$ cat src/rtl/nco_pkg.sv
// Shared constants for the quadrature NCO: dither LFSR parameters and the
// quarter-wave table generator used to build the ROM contents at elaboration.
package nco_pkg;

    localparam int          LFSR_W    = 24;
    // Galois mask for taps 24,23,22,17 (bit n-1 for tap n)
    localparam logic [23:0] LFSR_TAPS = 24'hE1_0000;
    localparam logic [23:0] LFSR_SEED = 24'h00_ACE1;

    localparam real PI = 3.14159265358979323846;

    // round((2^(out_w-1)-1) * sin((k+0.5)*pi/2^(lut_aw+1))), evaluated with a
    // Taylor series so it folds to a constant without relying on math builtins
    function automatic int quarter_sine(input int k, input int lut_aw, input int out_w);
        real x;
        real term;
        real sum;
        real amp;
        x    = (real'(k) + 0.5) * PI / real'(2 ** (lut_aw + 1));
        sum  = x;
        term = x;
        for (int n = 1; n < 12; n++) begin
            term = -term * x * x / real'((2 * n) * (2 * n + 1));
            sum  = sum + term;
        end
        amp = real'((2 ** (out_w - 1)) - 1);
        return $rtoi(amp * sum + 0.5);
    endfunction

endpackage

$ cat src/rtl/nco_quad_qrom.sv
// Dual-read quarter-wave sine magnitude ROM with a registered read port pair;
// contents are generated at elaboration from nco_pkg::quarter_sine.
module nco_qrom
    import nco_pkg::*;
#(
    parameter int LUT_AW = 8,
    parameter int OUT_W  = 16
) (
    input  logic              clk,
    input  logic              reset_n,
    input  logic [LUT_AW-1:0] addr_a,
    input  logic [LUT_AW-1:0] addr_b,
    output logic [OUT_W-2:0]  data_a,
    output logic [OUT_W-2:0]  data_b
);

    localparam int DEPTH = 2 ** LUT_AW;
    localparam int MAG_W = OUT_W - 1;

    logic [MAG_W-1:0] rom [DEPTH];

    for (genvar k = 0; k < DEPTH; k++) begin : g_rom
        localparam logic [MAG_W-1:0] ENTRY = MAG_W'(quarter_sine(k, LUT_AW, OUT_W));
        assign rom[k] = ENTRY;
    end

    always_ff @(posedge clk) begin
        if (!reset_n) begin
            data_a <= '0;
            data_b <= '0;
        end else begin
            data_a <= rom[addr_a];
            data_b <= rom[addr_b];
        end
    end

endmodule

$ cat src/rtl/nco_quad.sv
// Quadrature NCO: phase accumulator, quarter-wave sine/cosine lookup, 3-stage pipeline.
// Optional phase dither is enabled by defining NCO_DITHER_EN.
module nco_quad
    import nco_pkg::*;
#(
    parameter int ACC_W  = 32,
    parameter int LUT_AW = 8,
    parameter int OUT_W  = 16
) (
    input  logic                    clk,
    input  logic                    reset_n,
    input  logic                    ce,
    input  logic [ACC_W-1:0]        freq,
    input  logic                    freq_load,
    input  logic [ACC_W-1:0]        phs_ofs,
    input  logic                    ofs_load,
    input  logic                    sync,
    output logic signed [OUT_W-1:0] sin,
    output logic signed [OUT_W-1:0] cos,
    output logic                    valid
);

    localparam int FRAC_W = ACC_W - LUT_AW - 2;

    logic [ACC_W-1:0] acc;
    logic [ACC_W-1:0] freq_pend;
    logic [ACC_W-1:0] freq_act;
    logic [ACC_W-1:0] ofs_pend;
    logic [ACC_W-1:0] ofs_act;

    // Pending words only become active on a sample boundary, so a load that
    // coincides with ce is seen one ce later than the current sample.
    always_ff @(posedge clk) begin
        if (!reset_n) begin
            acc       <= '0;
            freq_pend <= '0;
            freq_act  <= '0;
            ofs_pend  <= '0;
            ofs_act   <= '0;
        end else begin
            if (freq_load) freq_pend <= freq;
            if (ofs_load)  ofs_pend  <= phs_ofs;
            if (ce) begin
                freq_act <= freq_pend;
                ofs_act  <= ofs_pend;
            end
            if (sync)    acc <= '0;
            else if (ce) acc <= acc + freq_act;
        end
    end

    logic [LUT_AW+1:0] phase_top;
    logic [FRAC_W-1:0] frac_unused;

`ifdef NCO_DITHER_EN
    logic [LFSR_W-1:0] lfsr;

    always_ff @(posedge clk) begin
        if (!reset_n) lfsr <= LFSR_SEED;
        else if (ce)  lfsr <= {1'b0, lfsr[LFSR_W-1:1]} ^ (lfsr[0] ? LFSR_TAPS : '0);
    end

    assign {phase_top, frac_unused} = acc + ofs_act + {{(ACC_W-FRAC_W){1'b0}}, lfsr[FRAC_W-1:0]};
`else
    assign {phase_top, frac_unused} = acc + ofs_act;
`endif

    logic [1:0]        quad_sin;
    logic [1:0]        quad_cos;
    logic [LUT_AW-1:0] idx;
    logic [LUT_AW-1:0] addr_sin;
    logic [LUT_AW-1:0] addr_cos;

    // Cosine is the sine a quarter turn ahead, i.e. the next quadrant with the
    // same table index; odd quadrants walk the table backwards.
    always_comb begin
        quad_sin = phase_top[LUT_AW+1 -: 2];
        quad_cos = quad_sin + 2'd1;
        idx      = phase_top[LUT_AW-1:0];
        addr_sin = quad_sin[0] ? ~idx : idx;
        addr_cos = quad_cos[0] ? ~idx : idx;
    end

    logic [LUT_AW-1:0] s1_addr_sin;
    logic [LUT_AW-1:0] s1_addr_cos;
    logic              s1_neg_sin;
    logic              s1_neg_cos;
    logic              s2_neg_sin;
    logic              s2_neg_cos;
    logic [2:0]        vld;
    logic [OUT_W-2:0]  rom_sin;
    logic [OUT_W-2:0]  rom_cos;

    nco_qrom #(
        .LUT_AW (LUT_AW),
        .OUT_W  (OUT_W)
    ) u_qrom (
        .clk     (clk),
        .reset_n (reset_n),
        .addr_a  (s1_addr_sin),
        .addr_b  (s1_addr_cos),
        .data_a  (rom_sin),
        .data_b  (rom_cos)
    );

    logic signed [OUT_W-1:0] mag_sin;
    logic signed [OUT_W-1:0] mag_cos;

    assign mag_sin = {1'b0, rom_sin};
    assign mag_cos = {1'b0, rom_cos};

    // The datapath free-runs; only the output registers are qualified so that
    // sin/cos hold between valid samples.
    always_ff @(posedge clk) begin
        if (!reset_n) begin
            s1_addr_sin <= '0;
            s1_addr_cos <= '0;
            s1_neg_sin  <= 1'b0;
            s1_neg_cos  <= 1'b0;
            s2_neg_sin  <= 1'b0;
            s2_neg_cos  <= 1'b0;
            vld         <= '0;
            sin         <= '0;
            cos         <= '0;
        end else begin
            s1_addr_sin <= addr_sin;
            s1_addr_cos <= addr_cos;
            s1_neg_sin  <= quad_sin[1];
            s1_neg_cos  <= quad_cos[1];
            s2_neg_sin  <= s1_neg_sin;
            s2_neg_cos  <= s1_neg_cos;
            vld         <= {vld[1:0], ce};
            if (vld[1]) begin
                sin <= s2_neg_sin ? -mag_sin : mag_sin;
                cos <= s2_neg_cos ? -mag_cos : mag_cos;
            end
        end
    end

    assign valid = vld[2];

endmodule
$ cat config.mk
export PLATFORM = sky130hd
export DESIGN_NAME = nco_quad
export DESIGN_NICKNAME = d
export VERILOG_FILES = /design/src/rtl/nco_pkg.sv /design/src/rtl/nco_quad_qrom.sv /design/src/rtl/nco_quad.sv
export SDC_FILE = /design/constraint.sdc
export NUM_CORES = 1
export LEC_CHECK = 0
export CORE_MARGIN = 8
export CORE_UTILIZATION = 40
export DETAILED_ROUTE_END_ITERATION = 7
export PLACE_DENSITY = 0.56
export SLEW_MARGIN = 20
export SYNTH_ARGS = -nofsm -noshare
export SYNTH_HDL_FRONTEND = slang
export SYNTH_SLANG_ARGS = --single-unit
$ cat constraint.sdc
create_clock -name clk -period 3.2 [get_ports clk]
set_input_delay 0.32 -clock clk [delete_from_list [all_inputs] [get_ports clk]]
set_output_delay 0.32 -clock clk [all_outputs]
set_load 0.1 [all_outputs]
==> flow_metrics.env <==
export IMPL_die_w_um=237
export IMPL_antenna_cells=0
export IMPL_p_leak_nw=9.16
export IMPL_synth_edf_count=0
export IMPL_rsz0062_at_grt="no"
export IMPL_clkLatencyLatePin_ps=620
export IMPL_r2r_slack_ps=260
export IMPL_cts_sinks=245
export IMPL_antenna_found_initial=0
export IMPL_io_pins=103
export IMPL_grt_pass1_wl_mm=124
export IMPL_tightestPinTransition_ps=1060
export IMPL_drv_cap=0
export IMPL_rows=81
export IMPL_cp_max_fo=7
export IMPL_grt_overflow=0
export IMPL_cellPowerDensity_nw_per_um2=460
export IMPL_numCtsBuffers=30
export IMPL_layout_common_cells="nor2_1, nand2_1, dfxtp_1"
export IMPL_clockBufferDepth=3
export IMPL_fin_crit_ps=2940
export IMPL_grt_usage=0.276
export IMPL_ys_ff_latch=245
export IMPL_netlist_area_um2=19600
export IMPL_outcome="finished, final reports clean"
export IMPL_syn_nets=2819
export IMPL_final_common_cell="nor2_1"
export IMPL_cts_setup_buffers=0
export IMPL_netlist_instances=2653
export IMPL_clockRootBuffer="clkbuf_16"
export IMPL_tns_ps=0
export IMPL_drv_slew=0
export IMPL_async_flop_share=0
export IMPL_hold_end="freq_act[31]$_SDFFE_PN0P_"
export IMPL_gp_congestion=1.01
export IMPL_grt_max_degree=186
export IMPL_worst_ep_required_time_ps=3690
export IMPL_portBuffers=102
export IMPL_finalNonFillerCells=3337
export IMPL_holdCritStartpoint="ce"
export IMPL_wire_per_inst_um=24.5
export IMPL_startpoint_type="register"
export IMPL_start_util=0.402
export IMPL_final_util=0.467
export IMPL_worstSetupEndpointType="register"
export IMPL_finalSetupViolations=0
export IMPL_dieArea_um2=56300
export IMPL_clock_fmax_mhz=340
export IMPL_clock_skew_final_ps=52.4
export IMPL_ir_worst_vdd_v=0.000425
export IMPL_cts_hold_buf=0
export IMPL_final_antenna_net_count=0
export IMPL_routed_wl_mm=81.9
export IMPL_viasPerCell=6.37
export IMPL_clk_pin_slew_ps=60
export IMPL_synth_cell_types=88
export IMPL_h_tree_depth=1
export IMPL_area_growth_pct=16.1
export IMPL_syn_area_per_cell_um2=7.38
export IMPL_post_dp_hpwl_mm=59.5
export IMPL_yosys_most_used_dff="dfxtp_1"
export IMPL_holdPathStages=3
export IMPL_cts_tree="done"
export IMPL_drtIter0Drc=2740
export IMPL_worstReg2RegEnd="u_qrom.data_b[10]$_SDFF_PN0_"
export IMPL_worstSetupPathType="reg2reg"
export IMPL_drc=0
export IMPL_nNetsFinal=2857
export IMPL_fill_cells=4904
export IMPL_cts_resized=0
export IMPL_fin_crit_sh=0.918
export IMPL_dp_cells=3281
export IMPL_r2r_start="s1_addr_cos[0]$_SDFF_PN0_"
export IMPL_maxSlewHeadroom=0.295
export IMPL_hold_class="in2reg"
export IMPL_rr_worst_depth=10
export IMPL_finalHoldViolCount=0
export IMPL_first_pass_iters=6
export IMPL_cp_arrival_ps=3430
export IMPL_yosysWarnings=0
export IMPL_vias=21200
export IMPL_layout_drive_gt1_share=0.0910
export IMPL_ys_seq_area_frac=0.251
export IMPL_die_y_um=237
export IMPL_grt_pass1_vias=20000
export IMPL_coreArea_um2=48600
cells by family after synthesis:
family | Yosys count | synth area share
and+or+nand+nor | 904 | 0.205
AOI/OAI and AO/OA | 887 | 0.294
buffers and inverters | 279 | 0.0561
DFF | 245 | 0.251
muxes | 176 | 0.0997
adders and majority gates | 96 | 0.0618
xor gates and xnor gates | 66 | 0.0326
stage by stage:
step / setup slack, ps / total power [mW] / cell area [um^2] / hold slack (ps)
floorplan: 509 / 5.40 / 19600 / 412
global placement: 372 / 6.61 / 21600 / 465
detailed placement: 374 / 6.57 / 21600 / 462
CTS: 309 / 10.5 / 22700 / 134
global route: 138 / 10.9 / 22700 / 155
finish: 262 / 10.5 / 22700 / 166
final cells by class:
class | instances | area, um^2 | area share
clock inverter | 21 | 328 | 0.0144
clock buffer | 35 | 790 | 0.0348
timing repair buffer | 242 | 2160 | 0.0951
sequential | 245 | 4930 | 0.217
inverter | 43 | 166 | 0.00733
multi-input combinational | 2129 | 13600 | 0.597
tap | 622 | 778 | 0.0343
routing by layer:
| metal | up-vias | part of all wire | track usage |
|---|---|---|---|
| met2 | 1245 | 0.45 | 0.445 |
| li1 | 9811 | - | - |
| met1 | 9974 | 0.40 | 0.355 |
| met3 | 218 | 0.10 | 0.0649 |
| met5 | - | 0 | 0 |
| met4 | 0 | 0.043 | 0.104 |
synth_stat cells (all sizes together), types with 13 or more instances:
cell,instances,area [um^2]
nor2,378,1420
dfxtp,245,4900
nand2,240,901
a21oi,228,1140
o21ai,215,1080
mux2i,160,1600
clkbuf,157,591
ha,95,1190
a211oi,82,616
buf,79,345
nand3,64,320
nor3,63,315
o211ai,51,388
a31oi,45,297
inv,41,154
nand2b,34,213
xor2,34,298
xnor2,29,273
a21o,28,210
and2,26,164
o311ai,25,219
a311oi,23,201
o31ai,23,178
a221oi,21,184
nor2b,18,113
o22ai,18,113
and3,17,108
mux4,15,338
o21a,13,97.6
o221ai,13,114
or3,13,81.3
power by group:
group	switching, mW	internal (mW)
Sequential	0.201	3.22
Clock	1.49	2.35
Combinational	2.06	1.14
Total	3.75	6.71
worst max-delay path: stages (launching register included):
cell      delay [ps]
dfxtp_1          360
buf_4            160
ha_1             380
nand2b_1         490
nand2_1          260
a21oi_1          250
nor3_1            90
a21oi_1          140
o21ai_0           90
mux4_2           520
nor2_1           110
how the worst max path moves through the flow:
stage                               from                      endpoint  slack [ps]
6_report       s1_addr_cos[0]$_SDFF_PN0_  u_qrom.data_b[10]$_SDFF_PN0_         260
5_1_grt             acc[13]$_SDFFE_PP0P_     s1_addr_cos[5]$_SDFF_PN0_         140
4_1_cts             acc[13]$_SDFFE_PP0P_     s1_addr_cos[5]$_SDFF_PN0_         310
3_5_place_dp        acc[13]$_SDFFE_PP0P_     s1_addr_sin[6]$_SDFF_PN0_         370
3_3_place_gp   s1_addr_cos[0]$_SDFF_PN0_  u_qrom.data_b[10]$_SDFF_PN0_         370
2_1_floorplan  s1_addr_sin[1]$_SDFF_PN0_   u_qrom.data_a[8]$_SDFF_PN0_         510
state kept, by name, summed over array words and instances, names as in the netlist:
name,count
acc,32
cos,16
freq_act,32
freq_pend,32
ofs_act,32
ofs_pend,32
s1_addr_cos,8
s1_addr_sin,8
s1_neg_cos,1
s1_neg_sin,1
s2_neg_cos,1
s2_neg_sin,1
sin,16
u_qrom.data_a,15
u_qrom.data_b,15
vld,3
No activity file was read; power rests on OpenSTA's default activity.
